File: src/rtl/raymarch_frame_scheduler_if.sv
// Frame-buffer write port of the raymarch frame scheduler.
// The scheduler drives the master side and the frame buffer drives the slave side.
interface raymarch_frame_scheduler_if;
  logic        fb_wr_valid;
  logic        fb_wr_ready;
  logic [18:0] fb_wr_addr;
  logic [23:0] fb_wr_data;

  modport master (
    output fb_wr_valid,
    output fb_wr_addr,
    output fb_wr_data,
    input  fb_wr_ready
  );

  modport slave (
    input  fb_wr_valid,
    input  fb_wr_addr,
    input  fb_wr_data,
    output fb_wr_ready
  );
endinterface

File: src/rtl/raymarch_frame_scheduler.sv
// Issues one frame of pixel coordinates to a fixed-latency raymarcher and streams
// the colour results in raster order to the frame buffer, with credit-based flow control.
module raymarch_frame_scheduler #(
  parameter int unsigned LATENCY    = 32,
  parameter int unsigned FIFO_DEPTH = 64,
  parameter int unsigned H_RES      = 640,
  parameter int unsigned V_RES      = 480
) (
  input  logic        clk,
  input  logic        rst_n,
  input  logic        start,
  input  logic [26:0] look_at_1_1,
  input  logic [26:0] look_at_1_2,
  input  logic [26:0] look_at_1_3,
  input  logic [26:0] look_at_2_1,
  input  logic [26:0] look_at_2_2,
  input  logic [26:0] look_at_2_3,
  input  logic [26:0] look_at_3_1,
  input  logic [26:0] look_at_3_2,
  input  logic [26:0] look_at_3_3,
  input  logic [26:0] eye_x,
  input  logic [26:0] eye_y,
  input  logic [26:0] eye_z,
  output logic        busy,
  output logic        frame_done,
  output logic [9:0]  rm_pixel_x,
  output logic [9:0]  rm_pixel_y,
  output logic [26:0] rm_look_at_1_1,
  output logic [26:0] rm_look_at_1_2,
  output logic [26:0] rm_look_at_1_3,
  output logic [26:0] rm_look_at_2_1,
  output logic [26:0] rm_look_at_2_2,
  output logic [26:0] rm_look_at_2_3,
  output logic [26:0] rm_look_at_3_1,
  output logic [26:0] rm_look_at_3_2,
  output logic [26:0] rm_look_at_3_3,
  output logic [26:0] rm_eye_x,
  output logic [26:0] rm_eye_y,
  output logic [26:0] rm_eye_z,
  input  logic [7:0]  rm_red,
  input  logic [7:0]  rm_green,
  input  logic [7:0]  rm_blue,
  raymarch_frame_scheduler_if.master fb
);

  localparam int unsigned AW    = $clog2(FIFO_DEPTH);
  localparam int unsigned CNTW  = AW + 1;
  localparam int unsigned CW    = AW + 2;
  localparam int unsigned TOTAL = H_RES * V_RES;

  typedef enum logic [1:0] {IDLE, RUN, DRAIN, DONE} state_t;

  state_t              state, state_next;
  logic                load, issue, last_pixel, credit_ok;
  logic [11:0][26:0]   cam_in, shadow;
  logic [9:0]          ix, iy;
  logic                issued;
  logic [LATENCY-1:0]  dly;
  logic [CW-1:0]       inflight;
  logic                push, pop;
  logic [23:0]         mem [FIFO_DEPTH];
  logic [AW-1:0]       wptr, rptr;
  logic [CNTW-1:0]     fifo_count;
  logic [18:0]         wr_cnt;

  assign cam_in = {look_at_1_1, look_at_1_2, look_at_1_3,
                   look_at_2_1, look_at_2_2, look_at_2_3,
                   look_at_3_1, look_at_3_2, look_at_3_3,
                   eye_x, eye_y, eye_z};
  assign {rm_look_at_1_1, rm_look_at_1_2, rm_look_at_1_3,
          rm_look_at_2_1, rm_look_at_2_2, rm_look_at_2_3,
          rm_look_at_3_1, rm_look_at_3_2, rm_look_at_3_3,
          rm_eye_x, rm_eye_y, rm_eye_z} = shadow;

  // 'issued' marks the cycle a new coordinate is presented; it acts as the head of
  // the valid delay line so the tail lines up with the raymarcher's output.
  always_comb begin
    inflight = CW'(issued);
    for (int unsigned i = 0; i < LATENCY; i++) begin
      inflight = inflight + CW'(dly[i]);
    end
  end

  assign credit_ok  = (inflight + CW'(fifo_count)) < CW'(FIFO_DEPTH);
  assign last_pixel = (ix == 10'(H_RES - 1)) && (iy == 10'(V_RES - 1));
  assign push       = dly[LATENCY-1];
  assign pop        = fb.fb_wr_valid && fb.fb_wr_ready;

  always_ff @(posedge clk) begin
    if (!rst_n) state <= IDLE;
    else        state <= state_next;
  end

  always_comb begin
    state_next = state;
    load       = 1'b0;
    issue      = 1'b0;
    busy       = 1'b0;
    frame_done = 1'b0;
    unique case (state)
      IDLE: begin
        if (start) begin
          load       = 1'b1;
          state_next = RUN;
        end
      end
      RUN: begin
        busy  = 1'b1;
        issue = credit_ok;
        if (credit_ok && last_pixel) state_next = DRAIN;
      end
      DRAIN: begin
        busy = 1'b1;
        if (wr_cnt == 19'(TOTAL)) state_next = DONE;
      end
      DONE: begin
        frame_done = 1'b1;
        state_next = IDLE;
      end
      default: state_next = IDLE;
    endcase
  end

  always_ff @(posedge clk) begin
    if (!rst_n) begin
      shadow     <= '0;
      ix         <= '0;
      iy         <= '0;
      rm_pixel_x <= '0;
      rm_pixel_y <= '0;
      issued     <= 1'b0;
      dly        <= '0;
      wptr       <= '0;
      rptr       <= '0;
      fifo_count <= '0;
      wr_cnt     <= '0;
    end else begin
      issued <= issue;
      dly    <= (dly << 1) | LATENCY'(issued);
      if (issue) begin
        rm_pixel_x <= ix;
        rm_pixel_y <= iy;
        if (ix == 10'(H_RES - 1)) begin
          ix <= '0;
          iy <= iy + 10'd1;
        end else begin
          ix <= ix + 10'd1;
        end
      end
      if (push) wptr <= wptr + AW'(1);
      if (pop) begin
        rptr   <= rptr + AW'(1);
        wr_cnt <= wr_cnt + 19'd1;
      end
      unique case ({push, pop})
        2'b10:   fifo_count <= fifo_count + CNTW'(1);
        2'b01:   fifo_count <= fifo_count - CNTW'(1);
        default: fifo_count <= fifo_count;
      endcase
      if (load) begin
        shadow <= cam_in;
        ix     <= '0;
        iy     <= '0;
        wr_cnt <= '0;
      end
    end
  end

  always_ff @(posedge clk) begin
    if (push) mem[wptr] <= {rm_red, rm_green, rm_blue};
  end

  assign fb.fb_wr_valid = (fifo_count != '0);
  assign fb.fb_wr_data  = mem[rptr];
  assign fb.fb_wr_addr  = wr_cnt;

  fifo_no_overflow: assert property (@(posedge clk) disable iff (!rst_n)
    !(push && (fifo_count == CNTW'(FIFO_DEPTH))));

endmodule

File: src/flat_wrapper.sv
// flat-port wrapper written by rule: the top's interface ports become plain ports
module raymarch_frame_scheduler_flat 
#(
  parameter int unsigned LATENCY    = 32,
  parameter int unsigned FIFO_DEPTH = 64,
  parameter int unsigned H_RES      = 640,
  parameter int unsigned V_RES      = 480
)
  (clk, rst_n, start, look_at_1_1, look_at_1_2, look_at_1_3, look_at_2_1, look_at_2_2, look_at_2_3, look_at_3_1, look_at_3_2, look_at_3_3, eye_x, eye_y, eye_z, busy, frame_done, rm_pixel_x, rm_pixel_y, rm_look_at_1_1, rm_look_at_1_2, rm_look_at_1_3, rm_look_at_2_1, rm_look_at_2_2, rm_look_at_2_3, rm_look_at_3_1, rm_look_at_3_2, rm_look_at_3_3, rm_eye_x, rm_eye_y, rm_eye_z, rm_red, rm_green, rm_blue, fb_fb_wr_valid, fb_fb_wr_addr, fb_fb_wr_data, fb_fb_wr_ready);
  raymarch_frame_scheduler_if fb_i ();
  input  logic clk;
  input  logic rst_n;
  input  logic start;
  input  logic [26:0] look_at_1_1;
  input  logic [26:0] look_at_1_2;
  input  logic [26:0] look_at_1_3;
  input  logic [26:0] look_at_2_1;
  input  logic [26:0] look_at_2_2;
  input  logic [26:0] look_at_2_3;
  input  logic [26:0] look_at_3_1;
  input  logic [26:0] look_at_3_2;
  input  logic [26:0] look_at_3_3;
  input  logic [26:0] eye_x;
  input  logic [26:0] eye_y;
  input  logic [26:0] eye_z;
  output logic busy;
  output logic frame_done;
  output logic [9:0] rm_pixel_x;
  output logic [9:0] rm_pixel_y;
  output logic [26:0] rm_look_at_1_1;
  output logic [26:0] rm_look_at_1_2;
  output logic [26:0] rm_look_at_1_3;
  output logic [26:0] rm_look_at_2_1;
  output logic [26:0] rm_look_at_2_2;
  output logic [26:0] rm_look_at_2_3;
  output logic [26:0] rm_look_at_3_1;
  output logic [26:0] rm_look_at_3_2;
  output logic [26:0] rm_look_at_3_3;
  output logic [26:0] rm_eye_x;
  output logic [26:0] rm_eye_y;
  output logic [26:0] rm_eye_z;
  input  logic [7:0] rm_red;
  input  logic [7:0] rm_green;
  input  logic [7:0] rm_blue;
  output wire logic [$bits(fb_i.fb_wr_valid)-1:0] fb_fb_wr_valid;
  output wire logic [$bits(fb_i.fb_wr_addr)-1:0] fb_fb_wr_addr;
  output wire logic [$bits(fb_i.fb_wr_data)-1:0] fb_fb_wr_data;
  input wire logic [$bits(fb_i.fb_wr_ready)-1:0] fb_fb_wr_ready;
  assign fb_fb_wr_valid = fb_i.fb_wr_valid;
  assign fb_fb_wr_addr = fb_i.fb_wr_addr;
  assign fb_fb_wr_data = fb_i.fb_wr_data;
  assign fb_i.fb_wr_ready = fb_fb_wr_ready;
  raymarch_frame_scheduler #(.LATENCY(LATENCY), .FIFO_DEPTH(FIFO_DEPTH), .H_RES(H_RES), .V_RES(V_RES)) u_core (.clk(clk), .rst_n(rst_n), .start(start), .look_at_1_1(look_at_1_1), .look_at_1_2(look_at_1_2), .look_at_1_3(look_at_1_3), .look_at_2_1(look_at_2_1), .look_at_2_2(look_at_2_2), .look_at_2_3(look_at_2_3), .look_at_3_1(look_at_3_1), .look_at_3_2(look_at_3_2), .look_at_3_3(look_at_3_3), .eye_x(eye_x), .eye_y(eye_y), .eye_z(eye_z), .busy(busy), .frame_done(frame_done), .rm_pixel_x(rm_pixel_x), .rm_pixel_y(rm_pixel_y), .rm_look_at_1_1(rm_look_at_1_1), .rm_look_at_1_2(rm_look_at_1_2), .rm_look_at_1_3(rm_look_at_1_3), .rm_look_at_2_1(rm_look_at_2_1), .rm_look_at_2_2(rm_look_at_2_2), .rm_look_at_2_3(rm_look_at_2_3), .rm_look_at_3_1(rm_look_at_3_1), .rm_look_at_3_2(rm_look_at_3_2), .rm_look_at_3_3(rm_look_at_3_3), .rm_eye_x(rm_eye_x), .rm_eye_y(rm_eye_y), .rm_eye_z(rm_eye_z), .rm_red(rm_red), .rm_green(rm_green), .rm_blue(rm_blue), .fb(fb_i));
endmodule
File: config.mk
export PLATFORM = sky130hd
export DESIGN_NAME = raymarch_frame_scheduler_flat
export DESIGN_NICKNAME = d
export VERILOG_FILES = /design/src/rtl/raymarch_frame_scheduler_if.sv /design/src/rtl/raymarch_frame_scheduler.sv /design/src/flat_wrapper.sv
export SDC_FILE = /design/constraint.sdc
export NUM_CORES = 2
export LEC_CHECK = 0
export CAP_MARGIN = 10
export CORE_ASPECT_RATIO = 1.5
export CORE_UTILIZATION = 57
export DETAILED_ROUTE_END_ITERATION = 8
export PLACE_DENSITY_LB_ADDON = 0.08
export SYNTH_ARGS = -nofsm -noshare
export SYNTH_HDL_FRONTEND = slang
export SYNTH_SLANG_ARGS = --single-unit
File: constraint.sdc
create_clock -name clk -period 6.57 [get_ports clk]
set_input_delay 0.9855 -clock clk [delete_from_list [all_inputs] [get_ports clk]]
set_output_delay 0.9855 -clock clk [all_outputs]
set_load 0.01 [all_outputs]
==> flow_metrics.tcl <==
set metrics [dict create \
    insertion_delay_ps 820 \
    min_path_type "reg -> reg" \
    fp-row-count 163 \
    netlist_area_mm2 0.0761 \
    via_count 42786 \
    drt_iter0_markers 4970 \
    drtAntennaViolNets 0 \
    powerDensity_mw_per_mm2 298 \
    core-area_mm2 0.132 \
    cts-resized-gates 0 \
    slew_headroom 0.163 \
    async_reset_ff_frac 0 \
    ys_seq_area_frac 0.723 \
    dr.pass1.iters 6 \
    slew_violations 0 \
    io_buffers 741 \
    setup_viol 0 \
    drive_above_1_share 0.179 \
    yosysWarnings 0 \
    syn_inst 4309 \
    htreeDepth 4 \
    largest_register_ffs 1536 \
    status "complete, no violations" \
    numClockSinks 1979 \
    antenna_found_initial 28 \
    cts-hold-fix-buffers 0 \
    grtUsageTotal 0.332 \
    ys_ff_latch 1979 \
    syn_area_per_cell_um2 17.7 \
    clk_pin_slew_ps 60 \
    place.detailed.hpwl_um 141000 \
    synth_cell_types 55 \
    crit_fanout 19 \
    clk_path_buf_depth 3 \
    timing.final.crit_share 0.894 \
    start_util 0.576 \
    synth_nets 4726 \
    grt_pass1_vias 42327 \
    fp.dieW_um 300 \
    tightest_slew_ps 1250 \
    wirelength_um 222000 \
    post_drt_via_cell_ratio 6.15 \
    grt-ovfl-total 0 \
    final_common_cell "edfxtp_1" \
    drc 0 \
    rsz0062_at_grt "no" \
    peakVddDrop_mv 0.325 \
    post_drt_wl_per_cell_um 32.0 \
    hold_viol_final 0 \
    worstPathRequired_ps 7310 \
    area_delta_synth_final_pct 20.4 \
    place.gp.congestion 1.09 \
    path_class "reg -> reg" \
    dieArea_mm2 0.135 \
    fin_setup_tns_ps 0 \
    hold_ws_ps 451 \
    reg_top3 "u_core.mem: 1536 flops, u_core.dly: 32 flops" \
    fin_cells 6954 \
    drv_cap 0 \
    cp_data_arrival_time_ps 6610 \
    layout_common_cells "1536 x edfxtp_1, 716 x clkdlybuf4s50_1, 692 x nand2_1" \
    fmax_mhz 170 \
    cts_root_buf "clkbuf_16" \
    ios 742 \
    clock_skew_ps 52.3 \
    dp.cells 6612 \
    leakage_nw 29.2 \
    grt_start_max_net_pins 197 \
    synth_enable_flop_cells 1536 \
    cts_buffers 176 \
    synth-main-ff-cell "edfxtp_1" \
    grt_pass1_wl_um 313000 \
    die_h_um 449 \
    cts_tree "done" \
    start_kind "flop" \
    post_cts_buffers 0 \
    finalNetCount 5475 \
    largest-register "u_core.mem" \
    nFillCells 8357 \
    critPathCaptureType "flop" \
    period_minus_slack_ps 5870 \
]
worst max-delay path, stage by stage, from the launching register on:
cell	delay (ps)
dfxtp_1	310
ha_1	300
inv_1	80
fa_1	430
fa_1	520
fa_1	440
fa_1	510
fa_1	440
fa_1	500
inv_1	40
ha_1	280
a21oi_1	130
o21ai_0	160
a311o_1	440
a221oi_4	310
buf_4	300
nand2_2	70
or4_1	400
a21oi_1	140
metal layers:
| metal | routed length [um] | part of all wire | vias to the layer above | global-route usage |
|---|---|---|---|---|
| li1 | - | - | 18022 | - |
| met1 | 88800 | 0.40 | 22000 | 0.471 |
| met2 | 109000 | 0.49 | 2462 | 0.536 |
| met3 | 20000 | 0.090 | 296 | 0.0603 |
| met4 | 5010 | 0.023 | 6 | 0.0863 |
| met5 | 36 | 0.00016 | - | 0 |
final cells by class:
type                    count  area (um^2)  share of cell area
well taps                1732         2170              0.0237
clock inverters           104         1110              0.0121
clock buffers             221         4710              0.0514
diodes                     17         42.5            0.000465
repair buffers            829         8180              0.0893
multi-input cells        2020        20200               0.220
inverters                  52          195             0.00213
flip-flops and latches   1979        55000               0.601
through the flow:
| step | power, W | area (um^2) | worst slack (ps) | utilization |
|---|---|---|---|---|
| final | 0.0273 | 91600 | 698 | 0.694 |
| after global routing | 0.0280 | 91500 | 414 | 0.694 |
| after CTS | 0.0273 | 91500 | 688 | 0.694 |
| after detailed placement | 0.0170 | 85700 | 727 | 0.650 |
| after global placement | 0.0170 | 85700 | 768 | 0.650 |
| after floorplan | 0.0153 | 76100 | 1170 | - |
cells by family after synthesis:
kind of cell             count (synthesis)  synth area share
flip-flops                            1979             0.723
AND/OR/NAND/NOR                        969            0.0536
multiplexers                           529             0.150
AO/OA/AOI/OAI                          417            0.0397
buffers and inverters                  310            0.0164
adder cells (fa/ha/maj)                 65            0.0132
XOR/XNOR                                40           0.00461
synth_stat cells (2+ instances only):
master / instances / share of area
o21a_1: 3 / 0.00030
fa_1: 25 / 0.0066
and3_1: 14 / 0.0012
buf_2: 49 / 0.0032
nor4_1: 3 / 0.00025
inv_1: 51 / 0.0025
or3_1: 6 / 0.00049
o21ai_0: 17 / 0.0011
nand3_1: 25 / 0.0016
or3b_2: 2 / 0.00023
mux2i_1: 42 / 0.0055
a211oi_1: 19 / 0.0019
ha_1: 40 / 0.0066
clkbuf_1: 190 / 0.0094
nor2_1: 99 / 0.0049
or4_1: 3 / 0.00030
nand2b_1: 5 / 0.00041
nand2_1: 693 / 0.034
nor2b_1: 44 / 0.0036
buf_1: 16 / 0.00079
buf_6: 2 / 0.00030
nand4_1: 11 / 0.00090
a21oi_1: 35 / 0.0023
xor2_1: 28 / 0.0032
xnor2_1: 12 / 0.0014
edfxtp_1: 1536 / 0.61
a21boi_0: 326 / 0.032
dfxtp_1: 443 / 0.12
nor3_1: 5 / 0.00033
and2_1: 48 / 0.0039
o21bai_1: 2 / 0.00020
mux4_2: 486 / 0.14
a21o_1: 5 / 0.00049
or2_2: 2 / 0.00016
a221o_1: 2 / 0.00026
worst paths after layout:
kind | startpoint | end | slack, ps | depth (start not counted)
setup / recovery | u_core.dly[0] | u_core.ix[7] | 700 | 18
hold / removal | u_core.dly[22] | u_core.dly[23] | 450 | 1
setup reg to reg | u_core.dly[0] | u_core.ix[7] | 700 | 18
hold reg to reg | u_core.dly[22] | u_core.dly[23] | 450 | 1
power breakdown:
part | total (W) | internal (W) | switching [W]
registers | 0.0141 | 0.0138 | 0.000303
clock network | 0.0105 | 0.00582 | 0.00464
logic | 0.00268 | 0.00108 | 0.00160
(Power assumes the default switching activity.)
